### config.mk
export PLATFORM = sky130hd
export DESIGN_NAME = sr04_dist_ascii_tx_flat
export DESIGN_NICKNAME = d
export VERILOG_FILES = /design/src/rtl/sr04_dist_ascii_tx_if.sv /design/src/rtl/sr04_dist_ascii_tx.sv /design/src/flat_wrapper.sv
export SDC_FILE = /design/constraint.sdc
export NUM_CORES = 1
export LEC_CHECK = 0
export ABC_AREA = 0
export CAP_MARGIN = 10
export CORE_UTILIZATION = 35
export DETAILED_ROUTE_END_ITERATION = 8
export GPL_ROUTABILITY_DRIVEN = 0
export PLACE_DENSITY = 0.62
export SLEW_MARGIN = 20
export SYNTH_ARGS = -nofsm -noshare
export SYNTH_HDL_FRONTEND = slang
export SYNTH_SLANG_ARGS = --single-unit
### constraint.sdc
create_clock -name clk -period 2.9 [get_ports clk]
set_input_delay 0.58 -clock clk [delete_from_list [all_inputs] [get_ports clk]]
set_output_delay 0.58 -clock clk [all_outputs]
set_load 0.02 [all_outputs]
### src/rtl/sr04_dist_ascii_tx_if.sv
// sr04_dist_ascii_tx_if
//   Bundles the measurement input and the UART TX byte handshake of
//   sr04_dist_ascii_tx.
//   slave  : the converter side (takes measurement + tx_done, drives TX byte).
//   master : the environment side (SR04 controller + UART TX).
//   Signals:
//     i_start_send  one-cycle pulse, new distance available
//     i_dist        distance in mm, sampled on an accepted start
//     i_tx_done     one-cycle pulse, UART finished the current byte
//     o_tx_start    one-cycle pulse, load o_tx_data into the UART
//     o_tx_data     byte being sent
//     o_busy        measurement in progress
//     o_overrun     sticky, start arrived while busy
interface sr04_dist_ascii_tx_if #(
  parameter int DIST_W = 12
);
  logic              i_start_send;
  logic [DIST_W-1:0] i_dist;
  logic              i_tx_done;
  logic              o_tx_start;
  logic [7:0]        o_tx_data;
  logic              o_busy;
  logic              o_overrun;

  modport slave (
    input  i_start_send, i_dist, i_tx_done,
    output o_tx_start, o_tx_data, o_busy, o_overrun
  );

  modport master (
    output i_start_send, i_dist, i_tx_done,
    input  o_tx_start, o_tx_data, o_busy, o_overrun
  );
endinterface

### src/rtl/sr04_dist_ascii_tx.sv
// sr04_dist_ascii_tx
//   Latches a distance on each start pulse, converts it to BCD with a
//   sequential shift-add-3 engine (one bit per clock) and streams it to a
//   UART as "DDDD\r\n" through a start/done byte handshake.
//   Ports:
//     clk  system clock
//     rst  synchronous active-high reset
//     bus  sr04_dist_ascii_tx_if.slave (measurement in, UART byte out)
module sr04_dist_ascii_tx #(
  parameter int DIST_W     = 12,
  parameter int NUM_DIGITS = 4
) (
  input  logic                  clk,
  input  logic                  rst,
  sr04_dist_ascii_tx_if.slave   bus
);

  localparam int BCD_W    = 4 * NUM_DIGITS;
  localparam int CNT_W    = $clog2(DIST_W);
  localparam int LAST_IDX = NUM_DIGITS + 1;   // index of the trailing '\n'

  typedef enum logic [1:0] {IDLE, CONV, SEND, WAIT_DONE} state_t;

  state_t             state_q,    state_d;
  logic [DIST_W-1:0]  bin_q,      bin_d;
  logic [BCD_W-1:0]   bcd_q,      bcd_d;
  logic [CNT_W-1:0]   cnt_q,      cnt_d;
  logic [2:0]         idx_q,      idx_d;
  logic               tx_start_q, tx_start_d;
  logic [7:0]         tx_data_q,  tx_data_d;
  logic               busy_q,     busy_d;
  logic               overrun_q,  overrun_d;

  logic [BCD_W-1:0]   bcd_adj;
  logic [BCD_W-1:0]   bcd_shift;

  // Add-3 correction on every nibble that would overflow past 9 after doubling.
  genvar gi;
  generate
    for (gi = 0; gi < NUM_DIGITS; gi++) begin : g_adj
      assign bcd_adj[gi*4 +: 4] = (bcd_q[gi*4 +: 4] >= 4'd5) ?
                                  bcd_q[gi*4 +: 4] + 4'd3 : bcd_q[gi*4 +: 4];
    end
  endgenerate

  assign bcd_shift = {bcd_adj[BCD_W-2:0], bin_q[DIST_W-1]};

  // Byte for a given stream position: digits most significant first, then CR, LF.
  function automatic logic [7:0] ascii_byte(input logic [2:0] idx,
                                            input logic [BCD_W-1:0] bcd);
    logic [3:0] digit;
    digit      = 4'h0;
    ascii_byte = 8'h0A;
    if (int'(idx) < NUM_DIGITS) begin
      digit      = bcd[(NUM_DIGITS - 1 - int'(idx)) * 4 +: 4];
      ascii_byte = {4'h3, digit};
    end else if (int'(idx) == NUM_DIGITS) begin
      ascii_byte = 8'h0D;
    end
  endfunction

  always_comb begin
    state_d    = state_q;
    bin_d      = bin_q;
    bcd_d      = bcd_q;
    cnt_d      = cnt_q;
    idx_d      = idx_q;
    tx_start_d = 1'b0;
    tx_data_d  = tx_data_q;
    busy_d     = busy_q;
    overrun_d  = overrun_q;

    // busy_q is still high on the edge that consumes the final done, so a
    // start coinciding with it is dropped too.
    if (bus.i_start_send && busy_q) begin
      overrun_d = 1'b1;
    end

    case (state_q)
      IDLE: begin
        if (bus.i_start_send) begin
          bin_d   = bus.i_dist;
          bcd_d   = '0;
          cnt_d   = '0;
          idx_d   = '0;
          busy_d  = 1'b1;
          state_d = CONV;
        end
      end
      CONV: begin
        bcd_d = bcd_shift;
        bin_d = bin_q << 1;
        cnt_d = cnt_q + 1'b1;
        if (cnt_q == CNT_W'(DIST_W - 1)) begin
          // Final iteration: first byte is taken from the freshly shifted value.
          state_d    = SEND;
          tx_start_d = 1'b1;
          tx_data_d  = ascii_byte(idx_q, bcd_shift);
        end
      end
      SEND: begin
        // tx_start/tx_data were registered on entry; this cycle is the pulse.
        state_d = WAIT_DONE;
      end
      WAIT_DONE: begin
        if (bus.i_tx_done) begin
          if (idx_q == 3'(LAST_IDX)) begin
            state_d = IDLE;
            busy_d  = 1'b0;
          end else begin
            idx_d      = idx_q + 3'd1;
            state_d    = SEND;
            tx_start_d = 1'b1;
            tx_data_d  = ascii_byte(idx_q + 3'd1, bcd_q);
          end
        end
      end
      default: state_d = IDLE;
    endcase
  end

  always_ff @(posedge clk) begin
    if (rst) begin
      state_q    <= IDLE;
      bin_q      <= '0;
      bcd_q      <= '0;
      cnt_q      <= '0;
      idx_q      <= '0;
      tx_start_q <= 1'b0;
      tx_data_q  <= 8'h00;
      busy_q     <= 1'b0;
      overrun_q  <= 1'b0;
    end else begin
      state_q    <= state_d;
      bin_q      <= bin_d;
      bcd_q      <= bcd_d;
      cnt_q      <= cnt_d;
      idx_q      <= idx_d;
      tx_start_q <= tx_start_d;
      tx_data_q  <= tx_data_d;
      busy_q     <= busy_d;
      overrun_q  <= overrun_d;
    end
  end

  assign bus.o_tx_start = tx_start_q;
  assign bus.o_tx_data  = tx_data_q;
  assign bus.o_busy     = busy_q;
  assign bus.o_overrun  = overrun_q;

endmodule

### src/flat_wrapper.sv
// flat-port wrapper written by rule: the top's interface ports become plain ports
module sr04_dist_ascii_tx_flat 
#(
  parameter int DIST_W     = 12,
  parameter int NUM_DIGITS = 4
)
  (clk, rst, bus_i_start_send, bus_i_dist, bus_i_tx_done, bus_o_tx_start, bus_o_tx_data, bus_o_busy, bus_o_overrun);
  sr04_dist_ascii_tx_if #(.DIST_W(DIST_W)) bus_i ();
  input  logic clk;
  input  logic rst;
  input wire logic [$bits(bus_i.i_start_send)-1:0] bus_i_start_send;
  input wire logic [$bits(bus_i.i_dist)-1:0] bus_i_dist;
  input wire logic [$bits(bus_i.i_tx_done)-1:0] bus_i_tx_done;
  output wire logic [$bits(bus_i.o_tx_start)-1:0] bus_o_tx_start;
  output wire logic [$bits(bus_i.o_tx_data)-1:0] bus_o_tx_data;
  output wire logic [$bits(bus_i.o_busy)-1:0] bus_o_busy;
  output wire logic [$bits(bus_i.o_overrun)-1:0] bus_o_overrun;
  assign bus_i.i_start_send = bus_i_start_send;
  assign bus_i.i_dist = bus_i_dist;
  assign bus_i.i_tx_done = bus_i_tx_done;
  assign bus_o_tx_start = bus_i.o_tx_start;
  assign bus_o_tx_data = bus_i.o_tx_data;
  assign bus_o_busy = bus_i.o_busy;
  assign bus_o_overrun = bus_i.o_overrun;
  sr04_dist_ascii_tx #(.DIST_W(DIST_W), .NUM_DIGITS(NUM_DIGITS)) u_core (.clk(clk), .rst(rst), .bus(bus_i));
endmodule
==> flow_summary_export.csv <==
group,metric,value,unit
placement,portBuffers,24,
setup_path,cp_max_fo,11,
layout,areaGrowthSynthToFinish,15.86,%
power_and_ir_drop,swShare,27.12,%
sta,period_minus_slack,2319,ps
sta,holdWs,454.0,ps
synthesis,avgSynthCellArea,7.867,um2
setup_path,cp-end-kind,"flop",
clock_tree,insertion_delay,310,ps
sta,finalHoldViolations,0,
clock_tree,cts.sinks,45,
power_and_ir_drop,p_int,869.6,uW
floorplan,pin_count,27,
clock_tree,cts-root-buf,"clkbuf_8",
detailed_routing,vias,2319,
hold_path,hp-class,"flop to flop",
clock_tree,cts_buffer_depth,2,
clock_tree,post_cts.repair.setup_buffers,0,
sta,final-max-slew-violation-count,0,
clock_tree,cts_buffers,5,
power_and_ir_drop,p_comb_share,11.4,%
synthesis,synth_edf_count,0,
detailed_routing,wire_per_inst,13.17,um
global_route,grt_max_degree,24,
synthesis,ys.warnings.count,0,
power_and_ir_drop,peakVddDrop,0.0001988,V
layout,final_area,3044,um2
floorplan,coreArea,7253,um2
placement,preCtsSetupSlack,513.7,ps
power_and_ir_drop,power_density,392.0,nW/um2
global_route,grt_pass1_wl,10120,um
detailed_routing,wirelength,5938,um
clock_tree,cts.repair.resized,0,
placement,dp_hpwl,4310,um
synthesis,synth_commonest_cells,"nor2_1, dfxtp_1, a21oi_1",
setup_path,crit_start,"u_core.idx_q[1]$_SDFFE_PP0P_",
synthesis,synth_largest_area_cell,"dfxtp_1",
global_route,grt_pass1_vias,2049,
setup_path,worstPathRequired,3080,ps
clock_tree,clk_pin_slew,90,ps
floorplan,die_w,88.65,um
sta,finalWorstSetupSlack,581.0,ps
detailed_routing,viasPerCell,5.142,
setup_path,startpoint_type,"flop",
detailed_routing,drc,0,
hold_path,hp-start,"u_core.bus.o_tx_data[3]$_SDFFE_PP0P_",
floorplan,die_h,88.65,um
power_and_ir_drop,power_frac_seq,54.7,%
layout,layout-drive-gt1-share,7.670,%
layout,num_antenna_cells,0,
synthesis,synth_cells,334,
synthesis,synth.most_common_cell,"nor2_1",
sta,fmax,431.2,MHz
power_and_ir_drop,net-switching-power,323.6,uW
sta,fin_skew,9.811,ps
run_status,outcome,"completed",
layout,fin_nets,379,
synthesis,ys_seq_area_share,34.29,%
clock_tree,cts_tree,"done",
detailed_routing,first_pass_iters,4,
setup_path,criticalPathCategory,"flop to flop",
setup_path,worstPathArrival,2500,ps
power_and_ir_drop,pwr-share-clk,33.9,%
sta,finalSetupViolations,0,
synthesis,synth_flop_cell,"dfxtp_1",
synthesis,yosys_register_bits,45,
power_and_ir_drop,leakage,1.112,nW
synthesis,async_flop_share,0,%
global_route,gr-total-overflow,0,
synthesis,synth_top_area_share,34.29,%
sta,rsz0062_at_grt,"false",
setup_path,r2r-start,"u_core.idx_q[1]$_SDFFE_PP0P_",
global_route,antenna_found_initial,0,
clock_tree,postCtsHoldBufs,0,
floorplan,die_area,7858,um2
floorplan,start_util,36.23,%
synthesis,syn_area,2628,um2
global_route,grt.total_usage,16.61,%
placement,place_area,2954,um2
detailed_routing,drtAntennaViolNets,0,
sta,worstMarginPinSlew,578.8,ps
clock_tree,h-tree-depth,2,
job,drv_cap,0,
sta,fin_setup_tns,0,ps
sta,timing.final.crit_share,79.97,%
synthesis,synth_area_leaders,"dfxtp_1, nor2_1, a21oi_1, ha_1, mux4_2",
floorplan,num_rows,31,
sta,max_slew_margin,61.29,%
synthesis,synth_cell_types,46,
power_and_ir_drop,total_power,1.193,mW
detailed_routing,drt_iter0_markers,127,
## sequential cells by signal, summed over array words and instances, names as in the netlist
name / flops
u_core.bcd_q: 16
u_core.bus.o_busy: 1
u_core.bus.o_tx_data: 5
u_core.idx_q: 3
u_core.state_q: 2
u_core.bin_q: 12
u_core.cnt_q: 4
u_core.bus.o_overrun: 1
u_core.bus.o_tx_start: 1
## cells by family (layout without fill, tap and decap cells)
group / after synthesis / after routing / synth area share (%)
multiplexers: 11 / 11 / 6.572
buffers and inverters: 40 / 57 / 6.285
XOR/XNOR: 6 / 6 / 2.000
AND/OR/NAND/NOR: 135 / 135 / 24.81
AO/OA/AOI/OAI: 82 / 82 / 19.43
other: 1 / 2 / 0.1427
flip-flops: 45 / 45 / 34.29
adder cells (fa/ha/maj): 14 / 14 / 6.476
## final timing paths
check                                                             to  slack [ps]  cells after the start
worst max register to register  u_core.bus.o_tx_data[2]$_SDFFE_PP0P_         580                      6
worst min register to register  u_core.bus.o_tx_data[3]$_SDFFE_PP0P_         450                      2
worst min-delay path            u_core.bus.o_tx_data[3]$_SDFFE_PP0P_         450                      2
worst max-delay path            u_core.bus.o_tx_data[2]$_SDFFE_PP0P_         580                      6
## critical path, stage by stage, from the launching register on
cell	delay [ps]
dfxtp_1	580
inv_1	160
ha_1	430
mux4_2	350
maj3_1	380
a221oi_2	220
nor3_1	60
## metrics by stage
stage | instances | util [%]
2_1_floorplan | 335 | -
3_3_place_gp | 443 | 40.73
3_5_place_dp | 443 | 40.73
4_1_cts | 451 | 41.97
5_1_grt | 451 | 41.97
6_report | 451 | 41.97
## power groups by stage
stage	combinational [mW]	sequential [mW]	clock, mW
global placement	0.136	0.667	0
finish	0.135	0.653	0.405
floorplan	0.0876	0.665	0
CTS	0.137	0.653	0.419
global route	0.153	0.656	0.445
detailed placement	0.136	0.667	0
## layout by cell type (no fill, tap or decap), types with 11 or more instances in the layout
| master | Yosys | routed |
|---|---|---|
| a21oi_1 | 34 | 34 |
| a22oi_1 | 11 | 11 |
| clkdlybuf4s50_1 | 0 | 24 |
| dfxtp_1 | 45 | 45 |
| ha_1 | 12 | 12 |
| inv_1 | 16 | 16 |
| nand2_1 | 11 | 11 |
| nor2_1 | 62 | 62 |
| nor2b_1 | 13 | 13 |
| nor3_1 | 17 | 17 |
| o21ai_0 | 13 | 13 |
## cell type report
| cell class | instances | area (um2) |
|---|---|---|
| fillers | 763 | 4209 |
| multi-input cells | 250 | 1565 |
| flip-flops and latches | 45 | 900.9 |
| repair buffers | 32 | 300.3 |
| well taps | 99 | 123.9 |
| clock buffers | 5 | 68.82 |
| inverters | 17 | 63.81 |
| clock inverters | 3 | 21.27 |
## routing by layer
metal | part of all wire (%) | wire length [um] | vias up | global-route usage, %
li1 | - | - | 1197 | -
met1 | 49 | 2891 | 1076 | 22.01
met2 | 46 | 2737 | 39 | 26.78
met3 | 3.6 | 214 | 7 | 2.985
met4 | 1.6 | 95 | 0 | 6.598
met5 | 0 | 0 | - | 0
Power figures use the tool's default switching activity.
